===== src/rtl/mips_mc_pkg.sv =====
// Shared encodings for the multicycle MIPS main controller: states, opcodes,
// ALU/mux select codes and the control word produced by the output decoder.
package mips_mc_pkg;

    typedef enum logic [3:0] {
        S_IDLE    = 4'd0,
        S_FETCH   = 4'd1,
        S_DECODE  = 4'd2,
        S_MEMADR  = 4'd3,
        S_MEMRD   = 4'd4,
        S_MEMWB   = 4'd5,
        S_MEMWR   = 4'd6,
        S_EXECUTE = 4'd7,
        S_ALUWB   = 4'd8,
        S_BRANCH  = 4'd9,
        S_ADDIEX  = 4'd10,
        S_ADDIWB  = 4'd11,
        S_JUMP    = 4'd12,
        S_ILLEGAL = 4'd13,
        S_BNEBR   = 4'd14
    } state_t;

    localparam logic [5:0] OP_RTYPE = 6'b000000;
    localparam logic [5:0] OP_LW    = 6'b100011;
    localparam logic [5:0] OP_SW    = 6'b101011;
    localparam logic [5:0] OP_BEQ   = 6'b000100;
    localparam logic [5:0] OP_BNE   = 6'b000101;
    localparam logic [5:0] OP_ADDI  = 6'b001000;
    localparam logic [5:0] OP_J     = 6'b000010;

    localparam logic [1:0] ALUOP_ADD   = 2'b00;
    localparam logic [1:0] ALUOP_SUB   = 2'b01;
    localparam logic [1:0] ALUOP_FUNCT = 2'b10;

    localparam logic [1:0] SRCB_B      = 2'b00;
    localparam logic [1:0] SRCB_FOUR   = 2'b01;
    localparam logic [1:0] SRCB_IMM    = 2'b10;
    localparam logic [1:0] SRCB_IMMSH2 = 2'b11;

    localparam logic [1:0] PCSRC_ALU    = 2'b00;
    localparam logic [1:0] PCSRC_ALUOUT = 2'b01;
    localparam logic [1:0] PCSRC_JUMP   = 2'b10;

    // PC and IR enables are split into request bits; the top gates them with MemReady/Zero.
    typedef struct packed {
        logic       iord;
        logic       memwrite;
        logic       irwrite_rdy;
        logic       regdst;
        logic       memtoreg;
        logic       regwrite;
        logic       alusrca;
        logic [1:0] alusrcb;
        logic [1:0] aluop;
        logic [1:0] pcsrc;
        logic       pcen_always;
        logic       pcen_rdy;
        logic       pcen_zero;
        logic       pcen_nzero;
        logic       err;
    } ctrl_t;

endpackage


===== src/rtl/mips_mc_outdec.sv =====
// Combinational Moore output map: controller state to datapath control word.
// Optional bne support is enabled by defining MIPS_MC_BNE_EN.
module mips_mc_outdec
    import mips_mc_pkg::*;
(
    input  state_t state,
    output ctrl_t  ctrl
);

    always_comb begin
        // NOTE: every field gets a default first, so no path through the case can infer a latch.
        ctrl = '0;
        case (state)
            S_FETCH: begin
                ctrl.alusrcb     = SRCB_FOUR;
                ctrl.aluop       = ALUOP_ADD;
                ctrl.irwrite_rdy = 1'b1;
                ctrl.pcen_rdy    = 1'b1;
            end
            S_DECODE: begin
                ctrl.alusrcb = SRCB_IMMSH2;
                ctrl.aluop   = ALUOP_ADD;
            end
            S_MEMADR, S_ADDIEX: begin
                ctrl.alusrca = 1'b1;
                ctrl.alusrcb = SRCB_IMM;
                ctrl.aluop   = ALUOP_ADD;
            end
            S_MEMRD: ctrl.iord = 1'b1;
            S_MEMWB: begin
                ctrl.memtoreg = 1'b1;
                ctrl.regwrite = 1'b1;
            end
            S_MEMWR: begin
                ctrl.iord     = 1'b1;
                ctrl.memwrite = 1'b1;
            end
            S_EXECUTE: begin
                ctrl.alusrca = 1'b1;
                ctrl.alusrcb = SRCB_B;
                ctrl.aluop   = ALUOP_FUNCT;
            end
            S_ALUWB: begin
                ctrl.regdst   = 1'b1;
                ctrl.regwrite = 1'b1;
            end
            S_BRANCH: begin
                ctrl.alusrca   = 1'b1;
                ctrl.alusrcb   = SRCB_B;
                ctrl.aluop     = ALUOP_SUB;
                ctrl.pcsrc     = PCSRC_ALUOUT;
                ctrl.pcen_zero = 1'b1;
            end
`ifdef MIPS_MC_BNE_EN
            S_BNEBR: begin
                ctrl.alusrca    = 1'b1;
                ctrl.alusrcb    = SRCB_B;
                ctrl.aluop      = ALUOP_SUB;
                ctrl.pcsrc      = PCSRC_ALUOUT;
                ctrl.pcen_nzero = 1'b1;
            end
`else
            S_BNEBR: ctrl = '0;
`endif
            S_ADDIWB: ctrl.regwrite = 1'b1;
            S_JUMP: begin
                ctrl.pcsrc       = PCSRC_JUMP;
                ctrl.pcen_always = 1'b1;
            end
            S_ILLEGAL: ctrl.err = 1'b1;
            default: ctrl = '0;
        endcase
    end

endmodule


===== src/rtl/mips_multicycle_controller.sv =====
// Main control FSM of the multicycle MIPS datapath (Moore, stalls on MemReady).
// Define MIPS_MC_BNE_EN to decode bne; otherwise bne traps as an illegal opcode.
module mips_multicycle_controller
    import mips_mc_pkg::*;
(
    input  logic       clk,
    input  logic       rst,
    input  logic [5:0] Op,
    input  logic       Zero,
    input  logic       MemReady,
    output logic       IorD,
    output logic       MemWrite,
    output logic       IRWrite,
    output logic       RegDst,
    output logic       MemtoReg,
    output logic       RegWrite,
    output logic       ALUSrcA,
    output logic [1:0] ALUSrcB,
    output logic [1:0] ALUOp,
    output logic [1:0] PCSrc,
    output logic       PCEn,
    output logic       Err
);

    state_t state;
    ctrl_t  ctrl;

    // NOTE: state is updated with <= so every reader in this edge sees the pre-edge value.
    always_ff @(posedge clk or posedge rst) begin
        if (rst) begin
            state <= S_IDLE;
        end else begin
            case (state)
                S_IDLE:    state <= S_FETCH;
                S_FETCH:   if (MemReady) state <= S_DECODE;
                S_DECODE: begin
                    case (Op)
                        OP_LW, OP_SW: state <= S_MEMADR;
                        OP_RTYPE:     state <= S_EXECUTE;
                        OP_BEQ:       state <= S_BRANCH;
                        OP_ADDI:      state <= S_ADDIEX;
                        OP_J:         state <= S_JUMP;
`ifdef MIPS_MC_BNE_EN
                        OP_BNE:       state <= S_BNEBR;
`else
                        OP_BNE:       state <= S_ILLEGAL;
`endif
                        default:      state <= S_ILLEGAL;
                    endcase
                end
                S_MEMADR:  state <= (Op == OP_LW) ? S_MEMRD : S_MEMWR;
                S_MEMRD:   if (MemReady) state <= S_MEMWB;
                S_MEMWR:   if (MemReady) state <= S_FETCH;
                S_EXECUTE: state <= S_ALUWB;
                S_ADDIEX:  state <= S_ADDIWB;
                S_ILLEGAL: state <= S_ILLEGAL;
`ifdef MIPS_MC_BNE_EN
                S_BNEBR:   state <= S_FETCH;
`endif
                // Single-cycle states, and any unused encoding, resume at FETCH.
                default:   state <= S_FETCH;
            endcase
        end
    end

    mips_mc_outdec u_outdec (
        .state (state),
        .ctrl  (ctrl)
    );

    assign IorD     = ctrl.iord;
    assign MemWrite = ctrl.memwrite;
    assign IRWrite  = ctrl.irwrite_rdy & MemReady;
    assign RegDst   = ctrl.regdst;
    assign MemtoReg = ctrl.memtoreg;
    assign RegWrite = ctrl.regwrite;
    assign ALUSrcA  = ctrl.alusrca;
    assign ALUSrcB  = ctrl.alusrcb;
    assign ALUOp    = ctrl.aluop;
    assign PCSrc    = ctrl.pcsrc;
    assign PCEn     = ctrl.pcen_always
                    | (ctrl.pcen_rdy   & MemReady)
                    | (ctrl.pcen_zero  & Zero)
                    | (ctrl.pcen_nzero & ~Zero);
    assign Err      = ctrl.err;

endmodule


===== config.mk =====
export PLATFORM = sky130hd
export DESIGN_NAME = mips_multicycle_controller
export DESIGN_NICKNAME = d
export VERILOG_FILES = /design/src/rtl/mips_mc_pkg.sv /design/src/rtl/mips_mc_outdec.sv /design/src/rtl/mips_multicycle_controller.sv
export SDC_FILE = /design/constraint.sdc
export NUM_CORES = 1
export LEC_CHECK = 0
export CORE_AREA = 4 4 41 43
export CTS_BUF_LIST = sky130_fd_sc_hd__clkbuf_2
export DETAILED_ROUTE_END_ITERATION = 10
export DIE_AREA = 0 0 45 47
export GPL_ROUTABILITY_DRIVEN = 1
export GPL_TIMING_DRIVEN = 0
export PLACE_DENSITY = 0.8
export SLEW_MARGIN = 40
export SYNTH_ARGS = -nofsm -noshare
export SYNTH_HDL_FRONTEND = slang
export SYNTH_SLANG_ARGS = --single-unit

===== constraint.sdc =====
create_clock -name clk -period 1.4 [get_ports clk]
set_input_delay 0.28 -clock clk [delete_from_list [all_inputs] [get_ports clk]]
set_output_delay 0.28 -clock clk [all_outputs]
set_load 0.02 [all_outputs]

[Word level (Yosys, flattened, before mapping)]
Cells that the tools add are included.
Storage, ports and cells
  flip-flop bits (word level): 4
  input port bits: 10
  word-level logic and storage cells: 51
Operators by class
  equal/unequal tests: 21
  mux-type cells: 18
  bitwise operators: 4
  reductions and logical operators: 7
Operators with widths (count)
  $pmux 4 s5: 2
  $pmux 4 s8: 1
  $eq 4x4->1 const B: 6
  $eq 4x3->1 const B: 4
  $eq 6x6->1 const B: 2
  $mux 4: 3
  $mux 1: 10
  $eq 4x2->1 const B: 2
  $eq 6x2->1 const B: 1
  $eq 6x3->1 const B: 1
  $eq 6x4->1 const B: 1
  $logic_not 6->1: 1
  $ne 2x2->1 const B: 3
  $reduce_or 2->1: 3
  $eq 4x1->1 const B: 1
  $pmux 2 s2: 1
  $reduce_or 4->1: 1
  $reduce_and 3->1: 1
  $reduce_or 3->1: 1
  $and 1x1->1: 2
  $mux 2: 1
  $or 1x1->1: 2

[Logic depth before layout (Yosys ltp)]
  word-level depth: 5
  gate-level depth with buffers: 5

[By module]
From an unflattened synthesis, not the netlist that was laid out.
Unflattened totals
  cell total of the unflattened synthesis: 79
  area total of the unflattened synthesis: 591.8 um^2
Modules (own cells, without submodules)
  mips_multicycle_controller: instances 1, cells each 50, area each 391.6 um^2
  mips_mc_outdec: instances 1, cells each 29, area each 200.2 um^2

[Worst setup path after synthesis]
No wires, ideal clock.
  path type: register to output
  from: register state[1]
  to: output port ALUSrcB[0]
  arrival time: 1.251 ns
  required time: 1.120 ns
  setup slack: -0.131 ns
  stages on the path, launching flop included: 5
  path buffers: 1
  cells stage by stage: dfrtp_1 > nand2b_1 > buf_2 > and2_1 > nor3_1
On the way
  cells in the longest elaborated chain, start to end: 3
  elaborated cells between the ends (all ways): 8
  those cells by class: eq/ne (6); mux (1); reduce/logical (1)
Ends and longest elaborated chain
  start: declaration: RTL line mips_multicycle_controller.sv:25  | state_t state;
  start signal: assignment: RTL line mips_multicycle_controller.sv:51  | S_MEMADR: state <= (Op == OP_LW) ? S_MEMRD : S_MEMWR;
  $eq 4x2->1 or $eq 4x4->1 (tied branches): RTL line mips_mc_outdec.sv:13  | case (state)
  $reduce_or 2->1
  $pmux 4 s5 *: RTL line mips_mc_outdec.sv:13
  end: declaration: RTL line mips_multicycle_controller.sv:18  | output logic [1:0] ALUSrcB,
Mark *: on every way between the ends. The rest lies on a longest branch, timed or not.

[Worst setup path in the final report]
  from: register state[3]
  to: output port PCEn
On the way
  cells in the longest elaborated chain, start to end: 5
  elaborated cells between the ends (all ways): 10
  those cells by class: eq/ne (3); mux (3); bitwise (4)
Ends and longest elaborated chain
  $eq 4x1->1: RTL line mips_mc_outdec.sv:13
  $mux 1: RTL line mips_mc_outdec.sv:13
  $and 1x1->1: RTL line mips_multicycle_controller.sv:82  | | (ctrl.pcen_rdy & MemReady)
  $or 1x1->1: RTL line mips_multicycle_controller.sv:82
  $or 1x1->1 *: RTL line mips_multicycle_controller.sv:83  | | (ctrl.pcen_zero & Zero)
  end: declaration: RTL line mips_multicycle_controller.sv:21  | output logic PCEn,
Marked as above.

==> out/metrics.yaml <==
yosys:
  mapped_nets: 79
  syn_inst: 69
  synthesized_area_per_cell_sq_um: 7.34
  yosysTopAreaCell: "sky130_fd_sc_hd__dfrtp_1"
  synth.ff_latch_count: 4
  synth_enable_flop_cells: 0
  synth_cell_types: 31
  ys_dominant_reg_cell: "sky130_fd_sc_hd__dfrtp_1"
  synth_top_area_share_pct: 19.8
  yosys_warnings: 0
  ys_seq_area_share_pct: 19.8
  synthTopCellsByArea: "sky130_fd_sc_hd__dfrtp_1 20%, sky130_fd_sc_hd__nand2b_1 7.4%, sky130_fd_sc_hd__nor2_1 7.4%"
  synthesized_area_sq_um: 507
  proportion_of_register_bits_with_asynchronous_set_or_reset_after_synthesis_pct: 100
finish:
  design_area_sq_um: 1070
  area_delta_synth_final_pct: 111
  largest_register: "state"
  fin_cells: 125
  final_core_util_pct: 82.0
  leading_cell_type_in_the_layout_fill_and_taps_excluded: "sky130_fd_sc_hd__buf_4"
  fraction_of_final_layout_cells_sized_beyond_drive_strength_1_pct: 63.6
  fillerInstances: 86
  final_antenna_diode_count: 0
  largest_registers: "state (4)"
  total_nets_final: 122
  largest_reg_flops: 4
  layout.cells.most_common_list: "19 x sky130_fd_sc_hd__buf_4, 13 x sky130_fd_sc_hd__buf_6"
worst_setup_path:
  worstSetupEndpointType: "primary output"
  critical_path_depth: 5
  path_max_fanout: 4
  critical_path.n_buffers_inverters: 1
  crit_path_start_kind: "flip-flop"
  worst_path_max_delay_cell: "sky130_fd_sc_hd__dfrtp_2"
  critical-path-top-delay-family: "flip-flops"
  timing.setup.critical_path_class: "flip-flop to primary output"
  cell_chain_of_the_critical_path: "mux2_4 > nand2_2 > o22a_1 > nor2_2 > buf_6"
  arrival_ns: 1.40
  worst_ep_required_time_ns: 1.12
  critical-path-max-stage-delay_ns: 0.46
  r2r.worst_path.cells: 5
pwr:
  p_sw_uw: 1240
  clock_power_share_pct: 5.0
  seq_power_share_pct: 11.2
  cellLeakagePower_uw: 0.000482
  internal_power_uw: 1290
  powerDensity_nw_per_um2: 2370
  report.power.total_uw: 2530
  fraction_of_power_spent_switching_nets_pct: 48.9
  power.ir.vdd_worst_v: 0.00131
  share_comb_of_total_power_pct: 83.8
drt:
  postRouteAntennaNets: 0
  dr_total_vias: 718
  viasPerCell: 5.74
  routedWlPerCell_um: 17.3
  firstDrtPassIters: 4
  routed_wirelength_mm: 2.17
  drt_iter0_markers: 5
  drt_drc_violations_left: 0
floorplan:
  floorplan.rows: 13
  chipHeight_um: 47
  design.die.area_sq_um: 2120
  initial_core_util_pct: 38.9
  placeable_core_region_sq_um: 1300
  fp.dieW_um: 45
  pin_count: 25
outcome:
  violations: "negative setup slack"
  status: "complete, but fails checks"
place:
  dpl.cell_count: 108
  pre_cts_slack_ns: -0.827
  port_buffers: 24
  gp_congestion: 0.824
  place.detailed.hpwl_mm: 1.25
  postPlaceCellArea_sq_um: 796
timing:
  slew_headroom_pct: 72.8
  worst_slack_ns: -0.284
  setup_repair_after_global_routing_missed_its_margin: "true"
  fmax_mhz: 594
  fin_hold_viols: 0
  max_slew_violation_count: 0
  finalClockSkew_ns: 0.0315
  final_critical_path_time_including_i_o_delays_and_setup_ns: 1.68
  worst_slew_pin_slew_ns: 0.403
  setup_viol_count_final: 15
  min_period_over_period_pct: 120
clock_tree:
  ctsLongestPathBuffers: 2
  cts_max_level: 1
  insertion_delay_ns: 0.25
  cts_made_buffers: 3
  holdBufCountCts: 0
  clk_pin_slew_worst_paths_ns: 0.08
  clock_tree_from_tritoncts: "done"
  clock_sink_count: 4
  cts-root-buf: "sky130_fd_sc_hd__clkbuf_2"
global_route:
  first_pass_grt_wire_length_mm: 3.01
  grt_overflow: 0
  initial_antenna_violation_count: 0
  gr-usage-all-layers_pct: 19.5
  number_of_global_route_vias_before_repair: 648
  maximum_number_of_pins_on_one_net_before_global_route_repair: 11
worst_hold_path:
  min_path_type: "primary input to asynchronous set/reset pin"
flow_run:
  max_cap_viol_count: 0
## final timing paths
path	endpoint	from	slack (ns)
worst min-delay path	state[1]	rst	0.22
worst max-delay path	PCEn	state[3]	-0.28
worst max register to register	state[1]	state[2]	0.04
worst min register to register	state[3]	state[1]	0.71
max in group asynchronous	state[0]	rst	0.96
min in group clk	state[1]	Op[3]	0.53
## layer usage
layer	routed length [um]	track usage, %	share of wire [%]	vias up
met3	221	4.98	10	13
met5	0	0	0	-
met4	75	3.51	3.5	0
li1	-	-	-	332
met2	1110	37.3	51	57
met1	761	21.8	35	316
## kinds of logic (layout without fill, tap and decap cells)
group	Yosys count	in the layout	share of synthesized area, %
flops	4	4	19.8
compound gates	19	19	28.6
simple gates	36	36	38.5
buf+inv	6	47	5.68
mux	1	1	2.22
xor+xnor	3	3	5.19
## power by group through the flow
stage / logic, uW / registers [uW] / clock network (uW)
5_1_grt: 2250 / 290 / 135
3_5_place_dp: 1320 / 237 / 0
4_1_cts: 1690 / 258 / 112
2_1_floorplan: 862 / 219 / 0
6_report: 2120 / 284 / 125
3_3_place_gp: 1300 / 233 / 0
## area by class of cell
class	count	area, sq um	share of cell area (%)
multi-input combinational	59	523	49.0
timing repair buffer	39	360	33.8
sequential	4	105	9.85
buffer	4	41.3	3.87
tap	15	18.8	1.76
clock buffer	3	15.0	1.41
inverter	1	3.75	0.352
## cell usage after synthesis (2+ instances only)
| cell | instances |
|---|---|
| sky130_fd_sc_hd__nand2b_1 | 6 |
| sky130_fd_sc_hd__nor4_1 | 2 |
| sky130_fd_sc_hd__clkbuf_1 | 2 |
| sky130_fd_sc_hd__buf_2 | 2 |
| sky130_fd_sc_hd__nand3_1 | 2 |
| sky130_fd_sc_hd__nor2b_1 | 2 |
| sky130_fd_sc_hd__nor3_1 | 3 |
| sky130_fd_sc_hd__o21ai_0 | 6 |
| sky130_fd_sc_hd__dfrtp_1 | 4 |
| sky130_fd_sc_hd__o22ai_1 | 2 |
| sky130_fd_sc_hd__a21boi_0 | 2 |
| sky130_fd_sc_hd__xor2_1 | 3 |
| sky130_fd_sc_hd__nor2_1 | 10 |
| sky130_fd_sc_hd__nand2_1 | 6 |
## what timing repair did
action                                  in CTS  in global routing
pin swaps                                    8                 11
cloned                                       1                  0
endpoints found under the setup margin      18                 18
resized for setup                          108                 33
setup buffers                                7                  7
## worst register-to-register path: cells and delay by family, from the launching register on
kind                   cells  cell delay [ns]
AND/OR/NAND/NOR            2             0.45
flip-flops                 1             0.42
buffers and inverters      2             0.27
AO/OA/AOI/OAI              1             0.13
## per-stage QoR
stage          TNS [ns]  hold slack [ns]
2_1_floorplan         0           0.0461
3_3_place_gp      -8.13            0.465
3_5_place_dp      -8.53            0.480
4_1_cts           -1.85            0.244
5_1_grt           -3.37            0.251
6_report          -2.65            0.221
Power figures use the tool's default switching activity.
